$ cat config.mk
export PLATFORM = sky130hd
export DESIGN_NAME = alu_arbiter
export DESIGN_NICKNAME = d
export VERILOG_FILES = /design/src/rtl/alu_arbiter.sv
export SDC_FILE = /design/constraint.sdc
export NUM_CORES = 1
export LEC_CHECK = 0
export ABC_AREA = 1
export BUFFER_PORTS_ARGS = -buffer_cell sky130_fd_sc_hd__buf_4
export CAP_MARGIN = 20
export CORE_AREA = 5 5 118 120
export CTS_CLUSTER_DIAMETER = 50
export DETAILED_ROUTE_END_ITERATION = 12
export DIE_AREA = 0 0 123 125
export GPL_TIMING_DRIVEN = 1
export MAX_ROUTING_LAYER = met4
export PLACE_DENSITY_LB_ADDON = 0.25
export SYNTH_ARGS = -nofsm -noshare
export SYNTH_HDL_FRONTEND = slang
export SYNTH_SLANG_ARGS = --single-unit
$ cat constraint.sdc
create_clock -name clk -period 3.3 [get_ports clk]
set_input_delay 0.33 -clock clk [delete_from_list [all_inputs] [get_ports clk]]
set_output_delay 0.33 -clock clk [all_outputs]
set_load 0.05 [all_outputs]
$ cat src/rtl/alu_arbiter.sv
// Two-requester round-robin front end for one shared combinational ALU.
// Each requester owns a single response slot; a full, undrained slot stalls only its owner.
module alu_arbiter #(
  parameter int WIDTH = 32
) (
  input  logic             clk,
  input  logic             reset,
  input  logic             req0_valid,
  output logic             req0_ready,
  input  logic [3:0]       req0_control,
  input  logic [WIDTH-1:0] req0_a,
  input  logic [WIDTH-1:0] req0_b,
  input  logic             req1_valid,
  output logic             req1_ready,
  input  logic [3:0]       req1_control,
  input  logic [WIDTH-1:0] req1_a,
  input  logic [WIDTH-1:0] req1_b,
  output logic [3:0]       alu_control,
  output logic [WIDTH-1:0] alu_a,
  output logic [WIDTH-1:0] alu_b,
  input  logic [WIDTH-1:0] alu_y,
  input  logic             alu_branch,
  output logic             rsp0_valid,
  input  logic             rsp0_ready,
  output logic [WIDTH-1:0] rsp0_y,
  output logic             rsp0_branch,
  output logic             rsp1_valid,
  input  logic             rsp1_ready,
  output logic [WIDTH-1:0] rsp1_y,
  output logic             rsp1_branch
);

  // Opcodes 1101..1111 are accepted but never use the ALU result.
  function automatic logic is_illegal_op(input logic [3:0] op);
    return (op >= 4'd13);
  endfunction

  logic             last_q, last_d;
  logic             rsp0_valid_q, rsp0_valid_d;
  logic [WIDTH-1:0] rsp0_y_q, rsp0_y_d;
  logic             rsp0_br_q, rsp0_br_d;
  logic             rsp1_valid_q, rsp1_valid_d;
  logic [WIDTH-1:0] rsp1_y_q, rsp1_y_d;
  logic             rsp1_br_q, rsp1_br_d;

  logic             elig0, elig1, grant0, grant1;
  logic [WIDTH-1:0] cap_y;
  logic             cap_br;

  // A slot can accept new data when empty or being drained this cycle.
  always_comb begin
    elig0  = req0_valid && (!rsp0_valid_q || rsp0_ready);
    elig1  = req1_valid && (!rsp1_valid_q || rsp1_ready);
    grant0 = 1'b0;
    grant1 = 1'b0;
    if (!reset) begin
      if (elig0 && (!elig1 || last_q)) grant0 = 1'b1;
      else if (elig1)                  grant1 = 1'b1;
    end
    last_d = last_q;
    if (grant0)      last_d = 1'b0;
    else if (grant1) last_d = 1'b1;
  end

  always_comb begin
    alu_control = 4'b0000;
    alu_a       = '0;
    alu_b       = '0;
    if (grant0) begin
      alu_control = req0_control;
      alu_a       = req0_a;
      alu_b       = req0_b;
    end else if (grant1) begin
      alu_control = req1_control;
      alu_a       = req1_a;
      alu_b       = req1_b;
    end
    cap_y  = is_illegal_op(alu_control) ? '0 : alu_y;
    cap_br = is_illegal_op(alu_control) ? 1'b0 : alu_branch;
  end

  // A grant on a draining slot reloads it, so valid stays high with no bubble.
  always_comb begin
    rsp0_valid_d = rsp0_valid_q;
    rsp0_y_d     = rsp0_y_q;
    rsp0_br_d    = rsp0_br_q;
    if (grant0) begin
      rsp0_valid_d = 1'b1;
      rsp0_y_d     = cap_y;
      rsp0_br_d    = cap_br;
    end else if (rsp0_valid_q && rsp0_ready) begin
      rsp0_valid_d = 1'b0;
    end

    rsp1_valid_d = rsp1_valid_q;
    rsp1_y_d     = rsp1_y_q;
    rsp1_br_d    = rsp1_br_q;
    if (grant1) begin
      rsp1_valid_d = 1'b1;
      rsp1_y_d     = cap_y;
      rsp1_br_d    = cap_br;
    end else if (rsp1_valid_q && rsp1_ready) begin
      rsp1_valid_d = 1'b0;
    end
  end

  // Pointer resets to 1 so requester 0 wins the first tie.
  always_ff @(posedge clk or posedge reset) begin
    if (reset) begin
      last_q       <= 1'b1;
      rsp0_valid_q <= 1'b0;
      rsp0_y_q     <= '0;
      rsp0_br_q    <= 1'b0;
      rsp1_valid_q <= 1'b0;
      rsp1_y_q     <= '0;
      rsp1_br_q    <= 1'b0;
    end else begin
      last_q       <= last_d;
      rsp0_valid_q <= rsp0_valid_d;
      rsp0_y_q     <= rsp0_y_d;
      rsp0_br_q    <= rsp0_br_d;
      rsp1_valid_q <= rsp1_valid_d;
      rsp1_y_q     <= rsp1_y_d;
      rsp1_br_q    <= rsp1_br_d;
    end
  end

  assign req0_ready  = grant0;
  assign req1_ready  = grant1;
  assign rsp0_valid  = rsp0_valid_q;
  assign rsp0_y      = rsp0_y_q;
  assign rsp0_branch = rsp0_br_q;
  assign rsp1_valid  = rsp1_valid_q;
  assign rsp1_y      = rsp1_y_q;
  assign rsp1_branch = rsp1_br_q;

endmodule

**Yosys cells after proc, flatten, opt, wreduce, memory -nomap -nowiden**

Index checks and enable logic that the tools add are counted.

- Register bits after elaboration: 69
- Word-level logic and storage cells: 41

- Magnitude comparators: 1
- Mux-type cells: 19
- Reduce and logical (&&, ||, !) cells: 14

Operators by type and width:

| operator | number |
|---|---|
| $mux W32 | 5 |
| $mux W1 | 12 |
| $mux W4 | 2 |
| $reduce_bool A2 Y1 | 3 |
| $logic_and A1 B1 Y1 | 5 |
| $ge A4 B4 Y1 const B | 1 |
| $logic_not A1 Y1 | 3 |
| $logic_or A1 B1 Y1 | 3 |

**Depth between registers and ports, before layout**

Gate-level depths: netlist (run 1).

- Depth after elaboration: 12
- Mapped depth: 13

**Worst setup path after synthesis (run 1)**

OpenSTA, ideal clock, no wires.

- Path type: input to output
- Start: input port reset
- End: output port alu_a[24]
- Data arrival time: 2161 ps
- Buffers on the path: 1
- Path slack: 809 ps
- Stages: 5
- Required time: 2970 ps
- Cells stage by stage: inv_2 nand3_4 inv_2 buf_2 a22o_1

- Longest elaborated chain between the ends: 3
- Elaborated cells between the ends (all ways): 4
- Classes of those cells: mux: 4

Ends and longest elaborated chain:

| what | line | text |
|---|---|---|
| start, declared | 7 | `input logic reset,` |
| $mux W1 | 56 | `if (!reset) begin` |
| $mux W32 | 73 | `end else if (grant1) begin` |
| $mux W32 (*) | 69 | `if (grant0) begin` |
| end, declared | 19 | `output logic [WIDTH-1:0] alu_a,` |

Mark *: on every way between the ends. The rest lies on a longest branch, timed or not.

**Worst setup path in the final report (run 1)**

- Start: register rsp0_valid_q (netlist: rsp0_valid)
- End: output port alu_b[2]

- Longest elaborated chain between the ends: 8
- Elaborated cells between the ends (all ways): 10
- Classes of those cells: mux: 6; reduce/logical: 4

Ends and longest elaborated chain:

| what | line | text |
|---|---|---|
| start, declared | 39 | `logic rsp0_valid_q, rsp0_valid_d;` |
| start signal, assigned | 119 | `rsp0_valid_q <= rsp0_valid_d;` |
| $logic_not A1 Y1 (*) | 52 | `elig0 = req0_valid && (!rsp0_valid_q \|\| rsp0_ready);` |
| $logic_or A1 B1 Y1 (*) | 52 |  |
| $logic_and A1 B1 Y1 (*) | 52 |  |
| $logic_and A1 B1 Y1 (*) | 57 | `if (elig0 && (!elig1 \|\| last_q)) grant0 = 1'b1;` |
| $mux W1 | 57 |  |
| $mux W1 | 56 |  |
| $mux W32 | 73 |  |
| $mux W32 (*) | 69 |  |
| end, declared | 20 | `output logic [WIDTH-1:0] alu_b,` |

Marked as above.

==> results.yml, run 1 <==
run_status:
  status: "finished clean"
synthesis:
  syn_area_per_cell_sq_um: 9.15
  ys_ff_latch: 69
  synthesis.nets: 578
  synth-warning-count: 0
  syn_area_sq_mm: 0.00369
  yosysSeqAreaShare: 0.468
  synth_edf_count: 0
  ys_types: 21
  ys_async_sr_fraction: 1.00
  syn-instance-count: 403
  ys.flop_type: "dfrtp_1"
global_routing:
  grt_max_degree: 68
  grt_pass1_vias: 4331
  antenna_found_initial: 0
  grt_pass1_wl_mm: 24.7
  track_usage: 0.215
  grt_remaining_overflow: 0
layout:
  diodes: 0
  fin_util: 0.496
  instances_no_fill: 881
  drive_above_1_share: 0.532
  area_growth_pct: 73.1
  nets: 875
place:
  dp.cells: 865
  port_buffers: 312
  dpl.hpwl_mm: 13.2
  place_congestion: 0.818
power:
  clkPwrFrac: 0.237
  p_sw_frac: 0.444
  p_comb_frac: 0.480
  power_density_mw_per_mm2: 644
  p_sw_mw: 1.83
  intPower_mw: 2.28
  p_leak_nw: 3.54
  seq_power_share: 0.283
  vdd_ir_drop_max_v: 0.000398
routing:
  post-route-drc-count: 0
  post_drt_wl_per_cell_um: 19.2
  drtAntennaViolNets: 0
  routed-via-count: 4185
  wl_mm: 16.9
  drtIter0Drc: 223
  viasPerCell: 4.75
  first_pass_iters: 4
critical_path:
  cp_cell_sequence: "a21boi_4 -> nand3_4 -> inv_2 -> buf_4 -> a22o_1 -> buf_4"
  required_ns: 2.97
  slowest_stage: "buf_4"
  cp.arrival_ns: 2.71
  path_class: "flop to output port"
  end_kind: "output port"
  critPathMaxFanout: 58
  cp_slowest_stage_delay_ns: 0.48
  start_kind: "flop"
  cpMostUsedCell: "buf_4"
flow_run:
  maxCapViolCount: 0
timing:
  setup_violations: 0
  tightest_slew_ns: 0.867
  finalSetupTns_ns: 0
  rsz0062_at_grt: "false"
  slew_headroom: 0.421
  hold_violations: 0
  period_share: 0.922
  fin_skew_ns: 0.00741
  min_period_ns: 3.04
  slew_viol_final: 0
  max_freq_mhz: 329
min_path:
  hold_class: "primary input to async pin"
floorplanning:
  rows: 42
  die_y_um: 125
  initial_core_util: 0.286
  core_sq_mm: 0.0129
  pin_count: 313
  die_area_sq_mm: 0.0154
  fp.dieW_um: 123
clocking:
  cts_buffer_depth: 2
  post_cts_buffers: 0
  ctsResizeCount: 0
  insertion_delay_ns: 0.32
  clk_pin_slew_ns: 0.06
  cts_tree: "yes"
  cts_hold_buffers: 0
  htreeDepth: 3
  root_buffer: "clkbuf_16"
  cts_sinks: 69
  cts_buffers: 9
## layer usage
metal | part of all wire | track usage | up-vias
li1 | - | - | 1983
met1 | 0.33 | 0.217 | 1996
met2 | 0.55 | 0.394 | 183
met3 | 0.090 | 0.0601 | 23
met4 | 0.027 | 0.0717 | 0
met5 | 0 | - | -
## placed cells by master, fill, tap and decap left out
| master | count |
|---|---|
| clkinv_2 | 2 |
| nor2_4 | 1 |
| nand2_1 | 139 |
| dfstp_2 | 1 |
| a21boi_4 | 1 |
| o21ai_0 | 1 |
| nand3_4 | 2 |
| clkbuf_16 | 9 |
| clkbuf_8 | 2 |
| nand2_4 | 1 |
| clkbuf_1 | 2 |
| buf_4 | 319 |
| nand3_2 | 22 |
| nand2_2 | 8 |
| inv_1 | 5 |
| a22o_1 | 64 |
| bufinv_16 | 1 |
| nand4_1 | 4 |
| inv_2 | 5 |
| clkinv_4 | 1 |
| nand3_1 | 47 |
| dfrtp_1 | 68 |
## critical path, delay by kind of cell (launching register included)
kind / cells / cell delay, ns
buf+inv: 3 / 0.88
compound gates: 2 / 0.62
simple gates: 1 / 0.43
flops: 1 / 0.42
## layout make-up
type,instances,area [sq um]
Inverter,11,42.5
Sequential cell,69,1730
Timing Repair Buffer,319,2390
Fill cell,1273,6490
Clock inverter,3,43.8
Tap cell,176,220
Clock buffer,13,260
Multi-Input combinational cell,290,1690
## power groups by stage
stage	logic, mW	clock network (mW)	registers [mW]
floorplan	0.597	0	1.83
global placement	1.97	0	1.17
detailed placement	1.99	0	1.17
CTS	1.99	1.00	1.17
global route	2.07	1.03	1.19
finish	1.97	0.974	1.17
## metrics by stage
stage | hold WS, ns | power (mW) | area [sq um] | worst slack, ns
after floorplan | 0.454 | 2.43 | 3690 | 0.809
after global placement | 0.464 | 3.14 | 6080 | 0.599
after detailed placement | 0.467 | 3.16 | 6080 | 0.549
after CTS | 0.120 | 4.16 | 6380 | 0.201
after global routing | 0.146 | 4.30 | 6380 | 0.0422
final | 0.132 | 4.11 | 6380 | 0.256
## synthesized netlist by cell type, types with 4 or more instances
library cell,count,share of area
nand2_1,139,0.14
buf_2,18,0.024
nand3_1,47,0.064
clkbuf_1,7,0.0071
a22o_1,64,0.15
inv_1,5,0.0051
nand3_2,22,0.060
inv_2,6,0.0061
dfrtp_1,68,0.46
nand4_1,4,0.0068
nand2_2,8,0.014
## registers in the layout, summed over array words and instances (netlist names)
register,cells
rsp0_y,32
rsp1_y,32
last_q,1
rsp0_branch,1
rsp0_valid,1
rsp1_branch,1
rsp1_valid,1
## worst paths after layout
check | from | end | slack [ns] | depth (start not counted)
max in group asynchronous | reset | rsp0_y[6]$_DFFE_PP0P_ | 2.20 | 4
worst min register to register | rsp0_branch$_DFFE_PP0P_ | rsp0_branch$_DFFE_PP0P_ | 0.48 | 2
worst min-delay path | reset | rsp0_y[0]$_DFFE_PP0P_ | 0.13 | 3
worst max-delay path | rsp0_valid$_DFFE_PP0P_ | alu_b[2] | 0.26 | 6
worst max register to register | last_q$_DFFE_PP1P_ | rsp1_y[27]$_DFFE_PP0N_ | 0.81 | 8
min in group clk | alu_y[12] | rsp1_y[12]$_DFFE_PP0N_ | 0.23 | 3
## logic make-up after synthesis
| kind of cell | after synthesis | synth area share |
|---|---|---|
| flip-flops | 69 | 0.468 |
| AND/OR/NAND/NOR | 224 | 0.301 |
| buffers and inverters | 44 | 0.0723 |
| AO/OA/AOI/OAI | 66 | 0.158 |
Power figures use the tool's default switching activity.
==> run 2, diff against run 1 <==
- CORE_AREA: 5 5 118 120 -> 10 10 114 116
- DIE_AREA: 0 0 123 125 -> 0 0 124 126
==> run 2 against run 1 <==
Effect of this change:
- register-to-register slack better by 0.24 ns
- worst setup slack improved by 0.44 ns
- die area rose by 1.6%
- power shrank 3.5%
- clock skew is 0.0017 ns lower
==> results.yml, run 2 (synthesis results as in run 1) <==
run_status:
  status: "finished clean"
clocking:
  post_cts_buffers: 0
  cts_buffers: 9
  root_buffer: "clkbuf_8"
  cts_hold_buffers: 0
  insertion_delay_ns: 0.35
  htreeDepth: 3
  ctsResizeCount: 0
  cts_tree: "yes"
  cts_buffer_depth: 2
  clk_pin_slew_ns: 0.07
  cts_sinks: 69
floorplanning:
  fp.dieW_um: 124
  pin_count: 313
  die_area_sq_mm: 0.0156
  die_y_um: 126
  rows: 38
  initial_core_util: 0.345
  core_sq_mm: 0.0107
routing:
  routed-via-count: 4309
  drtIter0Drc: 296
  post-route-drc-count: 0
  viasPerCell: 5.06
  first_pass_iters: 8
  wl_mm: 19.8
  drtAntennaViolNets: 0
  post_drt_wl_per_cell_um: 23.2
layout:
  design_area_sq_mm: 0.00633
  instances_no_fill: 851
  fill_cells: 927
  final_common_cell: "buf_4"
  drive_above_1_share: 0.536
  area_growth_pct: 71.6
  layout_common_cells: "buf_4, nand2_1, dfrtp_1"
  nets: 880
global_routing:
  grt_remaining_overflow: 0
  antenna_found_initial: 2
  grt_pass1_wl_mm: 28.1
  grt_max_degree: 66
  grt_pass1_vias: 4625
  track_usage: 0.245
timing:
  slew_viol_final: 0
  period_share: 0.789
  min_period_ns: 2.60
  fin_skew_ns: 0.00571
  tightest_slew_ns: 0.660
  slew_headroom: 0.560
  hold_slack_ns: 0.0116
  setup_violations: 0
  max_freq_mhz: 384
  finalSetupTns_ns: 0
  hold_violations: 0
  rsz0062_at_grt: "false"
place:
  dpl.hpwl_mm: 16.3
  dp.cells: 834
  dpl_cell_area_sq_mm: 0.00610
  place_congestion: 1.09
  port_buffers: 312
power:
  vdd_ir_drop_max_v: 0.000437
  p_leak_nw: 3.54
  power_density_mw_per_mm2: 627
min_path:
  hold_class: "primary input to async pin"
critical_path:
  path_class: "flop to output port"
  required_ns: 2.97
  rrSetupSlack_ns: 1.05
  cp.arrival_ns: 2.27
  critPathMaxFanout: 24
  start_kind: "flop"
  end_kind: "output port"
flow_run:
  maxCapViolCount: 0
run 2: changes by cell type in the layout (fill, tap and decap cells not counted), sizes merged:
cell	before	now
buf	319	324
clkbuf	13	10
bufinv	1	3
diode	0	2
run 2: cell type report:
type	count	area, sq um	area share
timing repair buffer	324	2460	0.388
antenna	2	5.00	0.000791
clock buffer	10	128	0.0202
tap	140	175	0.0277
inverter	11	42.5	0.00672
clock inverter	5	100	0.0158
sequential	69	1730	0.273
multi-input combinational	290	1690	0.268
run 2: path summary, 6_finish.rpt:
check,startpoint,to,cells past startpoint
min reg2reg,rsp0_y[6]$_DFFE_PP0P_,rsp0_y[6]$_DFFE_PP0P_,2
max in group asynchronous,reset,rsp1_y[26]$_DFFE_PP0N_,3
min,reset,rsp1_valid$_DFFE_PP0P_,2
max reg2reg,rsp1_valid$_DFFE_PP0P_,rsp1_y[19]$_DFFE_PP0N_,11
max,last_q$_DFFE_PP1P_,alu_b[3],7
min in group clk,alu_y[0],rsp1_y[0]$_DFFE_PP0N_,3
run 2: critical path, cell delays in order, from the launching register on:
cell,delay [ns]
dfstp_2,0.53
inv_1,0.06
nand3_4,0.12
nand3_4,0.08
inv_2,0.36
buf_4,0.35
a22o_1,0.21
buf_4,0.20
run 2: stage by stage:
stage	util	total power, mW	worst slack, ns
3_3_place_gp	0.570	3.17	0.971
2_1_floorplan	-	2.43	0.809
5_1_grt	0.592	4.15	0.584
6_report	0.592	3.97	0.697
3_5_place_dp	0.570	3.19	0.912
4_1_cts	0.591	4.00	0.690
run 2: layer usage:
layer | global-route usage | share of wire | up-vias
li1 | - | - | 1990
met1 | 0.246 | 0.35 | 2041
met2 | 0.428 | 0.52 | 243
met3 | 0.0719 | 0.092 | 35
met4 | 0.108 | 0.039 | 0
met5 | - | 0 | -
run 2: power breakdown:
part | switching, mW | internal, mW
combinational | 1.37 | 0.624
sequential | 0.125 | 1.04
clock | 0.311 | 0.495
total | 1.81 | 2.16
